[src/rtl/ret_shadow_stack.sv]
// ret_shadow_stack: return-address shadow stack fed by the branch unit's resolve strobe.
// Calls push the plain link address, returns pop it and compare it with the resolved
// target. A mismatch, or an unverifiable return on an empty stack with no lost frames,
// raises a one-cycle violation pulse and a sticky crash request (when enforcement is on).
// Overflow overwrites the oldest entry circularly and is counted in lost_o, so returns
// into discarded frames can pass unchecked instead of faulting.
// VLEN defaults to 64, the Sv39/64-bit core virtual address width (riscv::VLEN).

module ret_shadow_stack #(
    parameter int DEPTH = 16,
    parameter int VLEN  = 64
) (
    input  logic                     clk_i,
    input  logic                     rst_ni,
    input  logic                     flush_i,
    input  logic                     en_i,
    input  logic                     valid_i,
    input  logic                     is_call_i,
    input  logic                     is_ret_i,
    input  logic [VLEN-1:0]          link_addr_i,
    input  logic [VLEN-1:0]          target_i,
    output logic                     violation_o,
    output logic                     crash_o,
    output logic [$clog2(DEPTH):0]   depth_o,
    output logic [$clog2(DEPTH):0]   lost_o
);

    localparam int PW = $clog2(DEPTH);
    localparam int CW = PW + 1;
    localparam logic [CW-1:0] DEPTH_C = CW'(DEPTH);
    localparam logic [CW-1:0] ZERO_C  = {CW{1'b0}};
    localparam logic [CW-1:0] ONE_C   = CW'(1);
    localparam logic [PW-1:0] STEP_C  = PW'(1);

    typedef enum logic [0:0] {
        ST_RUN   = 1'b0,
        ST_ALARM = 1'b1
    } state_t;

    state_t            state_r;
    state_t            state_nxt_s;

    logic [VLEN-1:0]   stack_r [DEPTH];
    logic [PW-1:0]     top_r;
    logic [CW-1:0]     depth_r;
    logic [CW-1:0]     lost_r;
    logic              violation_r;
    logic              crash_r;

    logic [PW-1:0]     top_nxt_s;
    logic [CW-1:0]     depth_nxt_s;
    logic [CW-1:0]     lost_nxt_s;
    logic              wr_en_s;
    logic [PW-1:0]     wr_idx_s;
    logic              event_s;
    logic              mismatch_s;
    logic              viol_s;
    logic              viol_raise_s;

    // Events are only accepted while running; ALARM freezes all tracking state.
    assign event_s      = valid_i && (state_r == ST_RUN);
    assign mismatch_s   = (stack_r[top_r] != target_i);
    assign viol_raise_s = viol_s && en_i;

    // Stack bookkeeping: pointer, depth, lost counter, array write and violation detect.
    always_comb begin
        top_nxt_s   = top_r;
        depth_nxt_s = depth_r;
        lost_nxt_s  = lost_r;
        wr_en_s     = 1'b0;
        wr_idx_s    = top_r;
        viol_s      = 1'b0;

        if (flush_i) begin
            // Flush beats any same-cycle event; the pointer position is irrelevant once empty.
            depth_nxt_s = ZERO_C;
            lost_nxt_s  = ZERO_C;
        end else if (event_s) begin
            // Return half: check against the current top, or account for an empty stack.
            if (is_ret_i) begin
                if (depth_r != ZERO_C) begin
                    viol_s = mismatch_s;
                end else if (lost_r != ZERO_C) begin
                    lost_nxt_s = lost_r - ONE_C;
                end else begin
                    viol_s = 1'b1;
                end
            end else begin
                viol_s = 1'b0;
            end

            if (is_call_i && is_ret_i) begin
                // Coroutine swap: replace the checked frame, or push into an empty stack.
                if (depth_r != ZERO_C) begin
                    wr_en_s  = 1'b1;
                    wr_idx_s = top_r;
                end else begin
                    wr_en_s     = 1'b1;
                    wr_idx_s    = top_r + STEP_C;
                    top_nxt_s   = top_r + STEP_C;
                    depth_nxt_s = ONE_C;
                end
            end else if (is_call_i) begin
                wr_en_s   = 1'b1;
                wr_idx_s  = top_r + STEP_C;
                top_nxt_s = top_r + STEP_C;
                if (depth_r == DEPTH_C) begin
                    // Full: the write overwrote the oldest frame; remember that it is gone.
                    if (lost_r != DEPTH_C) begin
                        lost_nxt_s = lost_r + ONE_C;
                    end else begin
                        lost_nxt_s = lost_r;
                    end
                end else begin
                    depth_nxt_s = depth_r + ONE_C;
                end
            end else if (is_ret_i) begin
                if (depth_r != ZERO_C) begin
                    top_nxt_s   = top_r - STEP_C;
                    depth_nxt_s = depth_r - ONE_C;
                end else begin
                    top_nxt_s   = top_r;
                end
            end else begin
                wr_en_s = 1'b0;
            end
        end else begin
            wr_en_s = 1'b0;
        end
    end

    // FSM next state: a raised violation latches ALARM until flush.
    always_comb begin
        state_nxt_s = state_r;
        case (state_r)
            ST_RUN: begin
                if (flush_i) begin
                    state_nxt_s = ST_RUN;
                end else if (viol_raise_s) begin
                    state_nxt_s = ST_ALARM;
                end else begin
                    state_nxt_s = ST_RUN;
                end
            end
            ST_ALARM: begin
                if (flush_i) begin
                    state_nxt_s = ST_RUN;
                end else begin
                    state_nxt_s = ST_ALARM;
                end
            end
            default: state_nxt_s = ST_RUN;
        endcase
    end

    // FSM state register.
    always_ff @(posedge clk_i or negedge rst_ni) begin
        if (!rst_ni) begin
            state_r <= ST_RUN;
        end else begin
            state_r <= state_nxt_s;
        end
    end

    // Pointer and counter registers.
    always_ff @(posedge clk_i or negedge rst_ni) begin
        if (!rst_ni) begin
            top_r   <= {PW{1'b0}};
            depth_r <= ZERO_C;
            lost_r  <= ZERO_C;
        end else begin
            top_r   <= top_nxt_s;
            depth_r <= depth_nxt_s;
            lost_r  <= lost_nxt_s;
        end
    end

    // Return-address array; contents are meaningful only below depth, so no reset.
    always_ff @(posedge clk_i) begin
        if (wr_en_s) begin
            stack_r[wr_idx_s] <= link_addr_i;
        end
    end

    // Registered alarm outputs: one-cycle violation pulse and sticky crash request.
    always_ff @(posedge clk_i or negedge rst_ni) begin
        if (!rst_ni) begin
            violation_r <= 1'b0;
            crash_r     <= 1'b0;
        end else if (flush_i) begin
            violation_r <= 1'b0;
            crash_r     <= 1'b0;
        end else begin
            violation_r <= viol_raise_s;
            crash_r     <= (state_nxt_s == ST_ALARM);
        end
    end

    assign violation_o = violation_r;
    assign crash_o     = crash_r;
    assign depth_o     = depth_r;
    assign lost_o      = lost_r;

endmodule

[config.mk]
export PLATFORM = sky130hd
export DESIGN_NAME = ret_shadow_stack
export DESIGN_NICKNAME = d
export VERILOG_FILES = /design/src/rtl/ret_shadow_stack.sv
export SDC_FILE = /design/constraint.sdc
export NUM_CORES = 1
export LEC_CHECK = 0
export BUFFER_PORTS_ARGS = -buffer_cell sky130_fd_sc_hd__buf_2
export CELL_PAD_IN_SITES_DETAIL_PLACEMENT = 0
export CELL_PAD_IN_SITES_GLOBAL_PLACEMENT = 1
export CORE_UTILIZATION = 55
export CTS_BUF_LIST = sky130_fd_sc_hd__clkbuf_8
export CTS_CLUSTER_DIAMETER = 100
export DETAILED_ROUTE_END_ITERATION = 7
export GPL_TIMING_DRIVEN = 0
export PLACE_DENSITY = 0.92
export SYNTH_ARGS = -nofsm -noshare
export SYNTH_HDL_FRONTEND = slang
export SYNTH_SLANG_ARGS = --single-unit
[constraint.sdc]
create_clock -name clk_i -period 8.2 [get_ports clk_i]
set_clock_uncertainty 0.2 [all_clocks]
set_input_delay 1.64 -clock clk_i [delete_from_list [all_inputs] [get_ports clk_i]]
set_output_delay 1.64 -clock clk_i [all_outputs]
set_load 0.01 [all_outputs]
==> reports/metrics.cfg <==
[worst_setup_path]
crit_arrival_ns=6.65
crit_path_start_kind=flop
endpoint_kind=flop
timing.rr.end=crash_o$_DFF_PN0_
worstPathRequired_ns=8.66
worst-path-max-fanout=10
r2r_setup_slack_ns=2.02
path_class=reg2reg
startpoint=top_r[1]$_DFFE_PN0P_
r2r_cells=10
timing.rr.start=top_r[1]$_DFFE_PN0P_

[detailed_routing]
drt_iter0_markers=3748
routed_wl_um=114000
wl_per_cell_um=33.5
drt_first_pass_iters=5
vias_per_cell=6.70
vias=22700
post-route-drc-count=0
drtAntennaViolNets=0

[logic_synthesis]
synth_edf_count=1024
ys_ff_latch=1041
ys_async_sr_fraction=0.0163
synth_flop_cell=edfxtp_1
yosys-top-cells-count=edfxtp_1, mux4_2, mux2i_1
synth_nets=2093
ys.warnings.count=0
synth_area_leaders=edfxtp_1, mux4_2, mux2i_1
ys_types=61
synth_top_cell_area_share=0.745
yosysMostFrequentCell=edfxtp_1
postSynthAreaPerCell_um2=21.2
yosysSeqAreaShare=0.755
yosysTopAreaCell=edfxtp_1
syn_inst=1948
netlist_area_um2=41300

[finish]
drive_above_1_share=0.295
nNetsFinal=2444
fin_cells=3390
post-route-util=0.635
syn_to_final_growth_pct=14.3

[power]
power_leakage_nw=15.4
ir_drop_mv=0.170
p_per_area_nw_per_um2=278
total_power_mw=13.1

[clocking]
cts_buffers=155
clockRootBuffer=clkbuf_8
cts_resized=0
clkTransAtPathRegs_ns=0.06
postCtsHoldBufs=0
cts.path.max_buffers=3
cts_tree=done
clock_sinks=1041
post_cts_buffers=0
clkLatencyLatePin_ns=0.83
htreeDepth=4

[worst_hold_path]
min_to=state_r$_DFF_PN0_
worstHoldPathType=reg2reg
min_path_cells=2
hp-start=state_r$_DFF_PN0_

[global_routing]
grt_usage=0.303
grt_max_degree=23
grt_pass1_vias=22500
overflow=0
antenna_found_initial=15
grt_pass1_wl_um=159000

[timing]
max_freq_mhz=162
worst_pin_slew_ns=1.46
slew_viol_final=0
rsz0062_at_grt=no
fin_crit_sh=0.754
slew_headroom=0.0256
hold_viol_final=0
period_minus_slack_ns=6.18
final-setup-viol-count=0

[run]
maxCapViolCount=0

[place]
dpl.cell_count=3111
gp_congestion=0.881
port_buffers=145
dpl.hpwl_um=74200

[floorplan]
start_util=0.556
row_count=100
dieHeight_um=276
dieArea_um2=76200
floorplan.die.width_um=276
core_um2=74300
io_pins=147

[run_status]
status=finished clean

## sequential cells by signal, indices dropped and copies added, names as in the netlist
register	count
lost_o	5
depth_o	5
crash_o	1
violation_o	1
top_r	4
state_r	1
stack_r	1024
## power breakdown
part / internal (mW) / leakage [nW] / switching (mW)
logic: 1.21 / 4.36 / 2.09
registers: 5.96 / 9.44 / 0.0371
clock network: 1.88 / 1.59 / 1.93
total: 9.05 / 15.4 / 4.06
## worst max-delay path, cell delays in order (launching register included)
cell and delay (ns):
dfrtp_1 0.36, buf_2 0.32, clkbuf_1 0.81, clkbuf_1 1.02, mux4_2 0.43, a221oi_1 0.62, xnor2_1 0.27, nor4_1 0.98
nand4_1 0.23, nor4_2 0.58, o22ai_1 0.16
## through the flow
stage / setup TNS, ns / cell area, um^2 / worst slack, ns / hold slack [ns]
floorplan: 0 / 41300 / 1.84 / 0.326
global placement: -2091.49 / 43200 / -2.24 / 0.341
detailed placement: 0 / 44400 / 2.19 / 0.359
CTS: 0 / 47200 / 2.16 / 0.369
global route: 0 / 47200 / 2.09 / 0.416
finish: 0 / 47200 / 2.02 / 0.367
## final cells by class
type / count / area (um^2)
Timing Repair Buffer: 194 / 1800
Clock buffer: 162 / 2230
Sequential cell: 1041 / 31200
Clock inverter: 108 / 510
Inverter: 14 / 52.6
Buffer: 96 / 616
Multi-Input combinational cell: 797 / 9570
Fill cell: 4765 / 27100
Antenna cell: 9 / 22.5
Tap cell: 969 / 1210
## worst max-delay path by stage
stage | end | slack, ns | cells after the start
3_3_place_gp | stack_r[10][23]$_DFFE_PP_ | -2.24 | 9
5_1_grt | crash_o$_DFF_PN0_ | 2.09 | 10
6_report | crash_o$_DFF_PN0_ | 2.02 | 10
2_1_floorplan | stack_r[12][0]$_DFFE_PP_ | 1.84 | 8
4_1_cts | crash_o$_DFF_PN0_ | 2.16 | 10
3_5_place_dp | crash_o$_DFF_PN0_ | 2.19 | 10
## layer usage
metal  vias to the layer above  wire length [um]  part of all wire  global-route usage
met1                     11600             38900              0.34               0.394
met4                        16              5580             0.049               0.157
met3                       329             14500              0.13              0.0867
li1                       8863                 -                 -                   -
met5                         -               101           0.00089                   0
met2                      1918             54500              0.48               0.470
## cell usage in the layout, fill, tap and decap left out, types with 22 or more instances in the layout
cell      synthesis  layout
edfxtp_1       1024    1024
mux4_2          239     239
buf_2            23     169
clkbuf_8          0     162
mux2i_1         107     107
nand2_1          72      72
inv_1            12      66
buf_12            2      39
xnor2_1          39      39
xor2_1           39      39
clkinv_1          0      32
nor2_1           48      31
clkbuf_1         28      28
a21oi_1          26      26
o21ai_0          22      22
## cells by family after synthesis
kind of cell / count (synthesis) / synth area share
buf+inv: 110 / 0.0161
simple gates: 194 / 0.0222
compound gates: 161 / 0.0285
fa+ha+maj: 10 / 0.00321
flops: 1041 / 0.755
mux: 354 / 0.158
xor+xnor: 78 / 0.0165
No activity file was read; power rests on OpenSTA's default activity.
